## src/rtl/serial_adder_pkg.sv

```systemverilog
// Shared definitions for the bit-serial adder: FSM state encoding and counter sizing.
package serial_adder_pkg;

  typedef enum logic {
    IDLE = 1'b0,
    RUN  = 1'b1
  } state_e;

  // Bit counter width: clog2 of the operand width, never narrower than one bit.
  function automatic int cnt_width(input int width);
    return ($clog2(width) < 1) ? 1 : $clog2(width);
  endfunction

endpackage

```

## src/rtl/serial_adder_cell.sv

```systemverilog
// Combinational one-bit full-adder cell, used one bit per cycle by serial_adder.
module adder_1bit (
  input  logic din_one,
  input  logic din_two,
  input  logic cin,
  output logic sum,
  output logic cout
);

  assign sum  = din_one ^ din_two ^ cin;
  assign cout = (din_one & din_two) | (cin & (din_one ^ din_two));

endmodule

```

## src/rtl/serial_adder.sv

```systemverilog
// Bit-serial unsigned adder: one full-adder cell, WIDTH run cycles per addition.
// Optional macro SERIAL_ADDER_OVF_EN adds a registered signed-overflow output ovf.
module serial_adder
  import serial_adder_pkg::*;
#(
  parameter int WIDTH = 8
) (
  input  logic             clk,
  input  logic             rst,
  input  logic             start,
  input  logic [WIDTH-1:0] din_one,
  input  logic [WIDTH-1:0] din_two,
  input  logic             cin,
  output logic             busy,
  output logic             done,
  output logic [WIDTH-1:0] sum,
  output logic             cout
`ifdef SERIAL_ADDER_OVF_EN
  ,
  output logic             ovf
`endif
);

  localparam int CNT_W = cnt_width(WIDTH);
  localparam logic [CNT_W-1:0] LAST_BIT = CNT_W'(WIDTH - 1);

  state_e           state_q, state_d;
  logic [WIDTH-1:0] a_q, a_d;
  logic [WIDTH-1:0] b_q, b_d;
  logic [WIDTH-1:0] res_q, res_d;
  logic [WIDTH-1:0] sum_q, sum_d;
  logic [CNT_W-1:0] cnt_q, cnt_d;
  logic             carry_q, carry_d;
  logic             cout_q, cout_d;
  logic             done_q, done_d;
`ifdef SERIAL_ADDER_OVF_EN
  logic             ovf_q, ovf_d;
`endif

  logic             cell_sum;
  logic             cell_cout;
  logic [WIDTH-1:0] res_shift;

  adder_1bit u_cell (
    .din_one (a_q[0]),
    .din_two (b_q[0]),
    .cin     (carry_q),
    .sum     (cell_sum),
    .cout    (cell_cout)
  );

  // New sum bit enters at the MSB, so after WIDTH cycles bit 0 holds the first one.
  assign res_shift = (res_q >> 1) | (WIDTH'(cell_sum) << (WIDTH - 1));

  always_comb begin
    state_d = state_q;
    a_d     = a_q;
    b_d     = b_q;
    res_d   = res_q;
    sum_d   = sum_q;
    cnt_d   = cnt_q;
    carry_d = carry_q;
    cout_d  = cout_q;
    done_d  = 1'b0;
`ifdef SERIAL_ADDER_OVF_EN
    ovf_d   = ovf_q;
`endif
    case (state_q)
      IDLE: begin
        if (start) begin
          a_d     = din_one;
          b_d     = din_two;
          carry_d = cin;
          res_d   = '0;
          cnt_d   = '0;
          state_d = RUN;
        end
      end
      RUN: begin
        a_d     = a_q >> 1;
        b_d     = b_q >> 1;
        carry_d = cell_cout;
        res_d   = res_shift;
        cnt_d   = cnt_q + 1'b1;
        if (cnt_q == LAST_BIT) begin
          state_d = IDLE;
          sum_d   = res_shift;
          cout_d  = cell_cout;
          done_d  = 1'b1;
          cnt_d   = '0;
`ifdef SERIAL_ADDER_OVF_EN
          // carry_q is the carry into the MSB cell on this final cycle
          ovf_d   = carry_q ^ cell_cout;
`endif
        end
      end
      default: state_d = IDLE;
    endcase
  end

  always_ff @(posedge clk) begin
    if (rst) begin
      state_q <= IDLE;
      a_q     <= '0;
      b_q     <= '0;
      res_q   <= '0;
      sum_q   <= '0;
      cnt_q   <= '0;
      carry_q <= 1'b0;
      cout_q  <= 1'b0;
      done_q  <= 1'b0;
`ifdef SERIAL_ADDER_OVF_EN
      ovf_q   <= 1'b0;
`endif
    end else begin
      state_q <= state_d;
      a_q     <= a_d;
      b_q     <= b_d;
      res_q   <= res_d;
      sum_q   <= sum_d;
      cnt_q   <= cnt_d;
      carry_q <= carry_d;
      cout_q  <= cout_d;
      done_q  <= done_d;
`ifdef SERIAL_ADDER_OVF_EN
      ovf_q   <= ovf_d;
`endif
    end
  end

  assign busy = (state_q == RUN);
  assign done = done_q;
  assign sum  = sum_q;
  assign cout = cout_q;
`ifdef SERIAL_ADDER_OVF_EN
  assign ovf  = ovf_q;
`endif

endmodule

```

## config.mk

```make
export PLATFORM = sky130hd
export DESIGN_NAME = serial_adder
export DESIGN_NICKNAME = d
export VERILOG_FILES = /design/src/rtl/serial_adder_pkg.sv /design/src/rtl/serial_adder_cell.sv /design/src/rtl/serial_adder.sv
export SDC_FILE = /design/constraint.sdc
export NUM_CORES = 1
export LEC_CHECK = 0
export CORE_MARGIN = 5
export CORE_UTILIZATION = 44
export CTS_CLUSTER_DIAMETER = 40
export DETAILED_ROUTE_END_ITERATION = 12
export HOLD_SLACK_MARGIN = 0.02
export PLACE_DENSITY = 0.67
export SLEW_MARGIN = 20
export SYNTH_ARGS = -nofsm -noshare
export SYNTH_HDL_FRONTEND = slang
export SYNTH_SLANG_ARGS = --single-unit
```

## constraint.sdc

```tcl
create_clock -name clk -period 3.3 [get_ports clk]
set_clock_uncertainty 0.15 [all_clocks]
set_input_delay 0.66 -clock clk [delete_from_list [all_inputs] [get_ports clk]]
set_output_delay 0.66 -clock clk [all_outputs]
set_load 0.01 [all_outputs]
```

# == After elaboration in Yosys (flattened, before gate mapping) ==
# Index checks and enable logic that the tools add are counted.
# word_totals
inputBits,20
out_inout_bits,11
elab_cells,36
regBits,39
# op_classes
bitwise,7
muxes,15
reduce_logical,2
add_sub_neg,1
eq_ne,2
# op_table
operator,count
case mux 8 bit (2 select lines),3
two-way mux 8 bit,3
OR 7 x 8 -> 8 bit,1
two-way mux 3 bit,2
case mux 3 bit (2 select lines),1
two-way mux 1 bit,4
case mux 1 bit (2 select lines),2
"adder 3 x 1 -> 3 bit, second input constant",1
"== test 3 bit, second input constant",1
AND 1 bit,2
"!= test 2 bit, second input constant",1
AND reduction 2 bit,1
OR reduction 2 bit,1
bitwise XOR 1 bit,2
NOT 1 bit,1
OR 1 bit,1

# == Longest topological paths before layout ==
# depth
word_depth,4
depth_mapped,6
mapped_depth_nobuf,4

# == By module ==
# From an unflattened synthesis, not the netlist that was laid out.
# unflattened
hier_cells,169
area_unflattened_um2,1685.4
# modules_own_cells
module,cells_each,n_inst,area_each_um2,seq_area_each_um2
serial_adder,168,1,1665.3,760.7
adder_1bit,1,1,20.0,0.0

# == Worst setup path before layout ==
# Ideal clock, no wire load.
# synth_path
kind,input port to flip-flop
from,input start
to,register cnt_q[1]
setup_ns,0.067
path_slack_ns,1.697
t_required_ns,3.083
stages,4
arrival_ns,1.386
path_cell_list,buf_6 > buf_8 > or3b_1 > a21oi_2
# synth_between
elab_chain_cells,1
# synth_lines
element,line,rtl
start: declaration,serial_adder.sv:10,"input logic start,"
!= test 2 bit (no line),--,
end signal: assignment,serial_adder.sv:121,cnt_q <= cnt_d;
end: declaration,serial_adder.sv:32,"logic [CNT_W-1:0] cnt_q, cnt_d;"
# Every way passes these cells.
# A chain may end at the register's enable or synchronous reset.

# == Worst setup path after layout ==
# layout_path
from,"register sum_q[1], in the netlist sum[1]"
to,output sum[1]
# layout_rtl
element,line,rtl
start: declaration,serial_adder.sv:31,"logic [WIDTH-1:0] sum_q, sum_d;"
start signal: assignment,serial_adder.sv:120,sum_q <= sum_d;
end: declaration,serial_adder.sv:16,"output logic [WIDTH-1:0] sum,"
# No word-level cell between the ends.

==> run summary <==
The number of H-tree levels came out at 2. The number of gates resized after CTS is 0. The count of distinct cell types in the synthesized netlist came out at 22.

In this run the core area contains 22 standard-cell rows. The worst min-delay path endpoint is res_q[2]$_SDFFE_PP0P_. The leakage power came out at ~0.77 nW. The achievable clock frequency came out at 0.507 GHz. Walking the worst path, the cells encountered are clkdlybuf4s50_1. The area of combinational cells with multiple inputs is about 830 um2. The largest fanout on the critical path is 2. The initial core utilization came out at a little under half.

The arrival time of the worst setup path is between 1000 and 1500 ps. Among all stages on the critical path, the largest delay is contributed by sky130_fd_sc_hd__clkdlybuf4s50_1. The routed layout has between 1000 and 1500 vias. In this run the critical register-to-register path is captured at sum[1]$_SDFFE_PP0P_. The final setup violation count came out at 0. The number of cells on the worst hold path is 2. The synthesized area per cell came out at between 9 and 10 um2. The worst voltage drop across the vdd grid is between 0.2 and 0.3 mV. The antenna diode count came out at 0. TritonCTS built the clock tree. The number of clock sinks is 38. STA classifies the critical path endpoint as a primary output. In this run the most critical hold path is launched from res_q[3]$_SDFFE_PP0P_.

The post-route DRC violation count is 0. In this run the worst hold path is classified as reg2reg. The weighted congestion at the end of routability-driven global placement is roughly 0.71. The final count of pins violating max slew came out at 0. The most common library cell in the layout ignoring fill and taps is sky130_fd_sc_hd__dfxtp_1. The layout overhead on the synthesized area is 22.1%. The first global-routing pass estimated roughly 5400 um of wire. Yosys printed 0 warnings.

The top cell types in the final layout, fill and taps aside, are sky130_fd_sc_hd__dfxtp_1 (38), sky130_fd_sc_hd__clkdlybuf4s50_1 (30), sky130_fd_sc_hd__a21oi_1 (18). The final hold violation count was 0. The total of flip-flops plus latches after synthesis came out at 38.

The worst endpoint required time is 2490 ps. The fraction of layout instances using a drive strength above 1 came out at between 10% and 20%. The chip height came out at about 72 um.

After global routing the overflow that remains totals 0. The power density normalized to cell area came out at roughly 440 nW/um2. The startpoint type of the worst setup path is a register. In this run the remaining antenna-violating nets after routing total 0. The clock network latency to the later pin of the worst-skew pair came out at 280 ps. The number of filler cells placed in the layout is about 350. The cell area after technology mapping came out at around 1700 um2. The standard cell core area is 3690 um2. No sink is reached through more buffers than the 2 on the longest clock path. The cell at the root of the clock tree is sky130_fd_sc_hd__clkbuf_8.

The total clock buffers created by CTS is 5. The worst path uses roughly three fifths of the clock period. The worst max-slew margin expressed relative to the limit is 53.3%. The flip-flop and latch area is 761 um2. In the final design database the tool counted about 220 nets. The HPWL after detailed placement came out at roughly 2000 um. The clock-pin slew on the worst setup and hold paths came out at ~70 ps.

The count of input and output buffers came out at 30. The detailed-route vias per instance came out at 5.18. Broken down by cell family, the worst path's largest delay share belongs to buffers and inverters. The post-detailed-route wirelength per cell is roughly 13 um. The flop-to-flop setup slack came out at around 1600 ps.

Global routing used between 10% and 20% of the available tracks across all layers. The first detailed-routing pass ran for 4 iterations. The critical path is of the reg2out type.

Measured in cells, the most critical reg-to-reg path has a length of 4. The max-capacitance violation count is 0. The slew at the pin closest to its max-slew limit came out at between 700 and 800 ps. The power after layout is 0.902 mW. The initial antenna violation count came out at 0. The largest net degree at the start of global routing is 60. Buffers added to address setup during post-CTS repair amount to 0. The buffer and inverter count on the worst path came out at 1. The area of the die came out at around 5200 um2. The clock period could shrink to approximately 2000 ps. The flow ran to the end, and the final reports show no timing, DRC or antenna violations. The hold buffer count at cts is 0. The gate count of the mapped netlist came out at 169.

After synthesis, flip-flops and latches occupy 45.2% of the total area. The number of global-route vias before repair was around 1300. The number of placed I/O pins came out at 31.

Summed over all failing endpoints, the final setup total negative slack is 0 ps. Setup repair after global routing left no endpoint under its margin. The cell depth of the worst setup path came out at 1. The aggregate routed wire length is 3120 um. In this run the critical register-to-register path is launched from cnt_q[0]$_SDFFE_PP0P_. The number of nets handed over by synthesis was between 150 and 200.

The biggest cell delay along the critical path is approximately 540 ps. For this block, the initial DRC count from the detailed router was 75. The horizontal extent of the die came out at between 70 and 80 um.
[worst max path at each step]
stage	start	endpoint	slack, ps
finish	sum[1]$_SDFFE_PP0P_	sum[1]	1330
global route	sum[1]$_SDFFE_PP0P_	sum[1]	1290
CTS	sum[1]$_SDFFE_PP0P_	sum[1]	1310
detailed placement	start	carry_q$_SDFFE_PP0P_	1170
global placement	start	a_q[3]$_SDFFE_PP0P_	1220
floorplan	start	cnt_q[1]$_SDFFE_PP0P_	1700
[Yosys cell counts]
cell,n,share of area (%)
sky130_fd_sc_hd__buf_2,8,2.4
sky130_fd_sc_hd__or3b_1,10,5.2
sky130_fd_sc_hd__buf_4,1,0.45
sky130_fd_sc_hd__nand2_1,10,2.2
sky130_fd_sc_hd__ha_1,3,2.2
sky130_fd_sc_hd__dfxtp_1,38,45
sky130_fd_sc_hd__nand3_1,9,2.7
sky130_fd_sc_hd__nor3_1,2,0.59
sky130_fd_sc_hd__mux2i_1,17,10
sky130_fd_sc_hd__fa_1,1,1.2
sky130_fd_sc_hd__buf_6,1,0.67
sky130_fd_sc_hd__clkbuf_1,3,0.67
sky130_fd_sc_hd__buf_1,2,0.45
sky130_fd_sc_hd__buf_8,1,0.89
sky130_fd_sc_hd__inv_2,1,0.22
sky130_fd_sc_hd__nor2b_1,15,5.6
sky130_fd_sc_hd__a21bo_2,9,5.3
sky130_fd_sc_hd__a211oi_1,16,7.1
sky130_fd_sc_hd__a21oi_2,1,0.52
sky130_fd_sc_hd__a21oi_1,18,5.3
sky130_fd_sc_hd__or3b_2,1,0.52
sky130_fd_sc_hd__nor2_1,2,0.45
[flip-flops by register name, indices dropped and copies added (netlist names)]
register  cells
res_q         7
sum           8
carry_q       1
done          1
cnt_q         3
b_q           8
cout          1
busy          1
a_q           8
[report_power, final]
group          total, mW  switching [mW]  internal (mW)
clock              0.307           0.146          0.161
sequential         0.491          0.0113          0.479
combinational      0.105          0.0507         0.0542
[kinds of logic after synthesis]
| group | after synthesis | share of synthesized area, % |
|---|---|---|
| simple gates | 49 | 17.2 |
| compound gates | 44 | 18.4 |
| flops | 38 | 45.2 |
| buf+inv | 17 | 5.72 |
| mux | 17 | 10.1 |
| fa+ha+maj | 4 | 3.42 |
[per-layer routing]
layer  vias up  part of all wire (%)  routed length [um]  global-route usage (%)
li1        641                     -                   -                       -
met1       568                    46                1450                    15.3
met2        26                    46                1450                    22.2
met3         9                   5.0                 156                    3.79
met4         0                   2.2                  70                    7.52
met5         -                     0                   0                       0
[stage by stage]
step / area, um2 / std cells / hold WS, ps / setup WS, ps / utilization, %
after global placement: 1970 / 234 / 304 / 1220 / 53.5
after CTS: 2060 / 240 / 321 / 1310 / 55.8
after floorplan: 1680 / 169 / 288 / 1700 / -
final: 2060 / 240 / 320 / 1330 / 55.8
after detailed placement: 1970 / 234 / 312 / 1170 / 53.5
after global routing: 2060 / 240 / 336 / 1290 / 55.8
[final cells by class]
| type | count | share of cell area [%] |
|---|---|---|
| clock buffer | 6 | 4.01 |
| inverter | 1 | 0.182 |
| multi-input combinational | 114 | 40.2 |
| sequential | 38 | 37.0 |
| tap | 48 | 2.92 |
| timing repair buffer | 33 | 15.7 |
No activity file was read; power rests on OpenSTA's default activity.
==> patch, RTL diff (same flow settings) <==
Build with the macro `SERIAL_ADDER_OVF_EN` defined.
--- a/src/rtl/serial_adder.sv
+++ b/src/rtl/serial_adder.sv
@@ -1,5 +1,7 @@
 // Bit-serial unsigned adder: one full-adder cell, WIDTH run cycles per addition.
 // Optional macro SERIAL_ADDER_OVF_EN adds a registered signed-overflow output ovf.
+`define SERIAL_ADDER_OVF_EN
+
 module serial_adder
   import serial_adder_pkg::*;
 #(
Check against the original RTL (old outputs only; new: ovf): equivalent (equiv_simple and equiv_induct, registers matched by name and starting in step).
==> patch against the original RTL <==
  * Via count grew 3.9%
  * Worst hold slack worse by 0.0013 ns
  * Die area grew 2.2%
  * Total power grew 7.2%
  * Final area up 3.6%
  * Synthesized area is 2.5% higher
  * Synthesized cell count is 3.0% higher
  * First-iteration DRC count decreased by 29%
  * Sequential cell count rose by 1
  * Wire length rose by 7.5%
  * Combinational power grew 9.5%
  * Register-to-register slack got worse by 0.13 ns
  * Worst setup slack worse by 0.031 ns
==> patch: results (changes against the original RTL) <==
metric,value,unit,change
min_path_type,flop to flop,,
synthCells,174,,+3.0%
synthesis.nets,198,,+2.6%
cts.reportedPaths.clkPinSlew,0.07,ns,about the same
met1_usage,0.1621,,+0.009278
hold_start,res_q[6],,
drive_gt1_frac,0.1100,,+0.0006250
hold_depth,2,,unchanged
stdcell_count,248,,+3.3%
drtIter0Drc,53,,-29%
regToRegSetupSlack,1.45,ns,-0.13 ns
io_buffers,31,,+3.3%
track_usage,0.1416,,+0.007945
met3_usage,0.05647,,+0.01861
tightest_slew,0.6744,ns,-0.02648 ns
synth_common_cells,"dfxtp_1 (39), a21oi_1 (21), mux2i_1 (17), a211oi_1 (15), nor2b_1 (15)",,
final_nets,223,,+2.8%
holdWs,0.3183,ns,-0.001313 ns
use_met2,0.2415,,+0.01903
dp_hpwl,2159,µm,+8.3%
critPathTopFamily,buffers and inverters,,
whs_endpoint,res_q[5],,
grt_pass1_wl,5885,µm,+8.4%
max_stage_delay,0.55,ns,
grt_max_degree,62,,+3.3%
ys_seq_area_frac,0.4522,,+0.0004651
dp_cells,240,,+2.6%
cts-hold-fix-buffers,0,,unchanged
ys_top_cells_by_area,"dfxtp_1 (45%), mux2i_1 (9.9%), a211oi_1 (6.5%)",,
routed_wl,3355,µm,+7.5%
place_congestion,0.6787,,-3.9%
vias,1292,,+3.9%
outcome,"finished, final reports clean",,
dpl_worst_slack,1.149,ns,-0.02264 ns
die_x,72.65,µm,+1.1%
clock-root-buffer,clkbuf_8,,
peakVddDrop,0.2762,mV,+7.1%
leakagePower,0.7987,nW,+3.5%
worstPathArrival,1.19,ns,+0.03 ns
rr_endpoint,ovf,,
==> patch: logic make-up after synthesis <==
group	synth area share
xor+xnor	0.005073
fa+ha+maj	0.03334
compound gates	0.1833
mux	0.09855
flops	0.4522
buf+inv	0.05435
simple gates	0.1732
==> patch: power breakdown <==
part / switching, W / internal [W]
Combinational: 0.0000568 / 0.0000586
Clock: 0.000155 / 0.000191
Sequential: 0.0000133 / 0.000494
Total: 0.000225 / 0.000743
==> patch: cell type report <==
type | instances | area (µm²)
timing repair buffer | 34 | 332.8
inverter | 1 | 3.754
clock buffer | 8 | 100.1
fill | 358 | 1613
multi-input combinational | 118 | 852.1
sequential | 39 | 782.0
tap | 48 | 60.06
==> patch: worst max-delay path by stage <==
stage / from / end / slack, ns / depth (start not counted)
2_1_floorplan: start / cnt_q[0] / 1.71 / 4
3_3_place_gp: start / res_q[1] / 1.16 / 4
3_5_place_dp: start / res_q[1] / 1.15 / 4
4_1_cts: ovf / ovf / 1.28 / 1
5_1_grt: cnt_q[0] / ovf / 1.25 / 4
6_report: ovf / ovf / 1.30 / 1
==> patch: worst min-delay path, cell delays in order (launching register included) <==
cell,delay [ns]
dfxtp_1,0.32
nand2_1,0.05
a21oi_1,0.05
==> patch: metrics by stage <==
step / area, µm² / utilization / power (W)
final: 2131 / 0.5692 / 0.0009674
after global placement: 2031 / 0.5424 / 0.0006290
after detailed placement: 2031 / 0.5424 / 0.0006335
after floorplan: 1727 / - / 0.0005955
after CTS: 2131 / 0.5692 / 0.0009811
after global routing: 2131 / 0.5692 / 0.001013
==> patch: layer usage <==
layer	up-vias	part of all wire
li1	662	-
met1	595	0.42
met2	29	0.50
met3	6	0.061
met4	0	0.014
met5	-	0
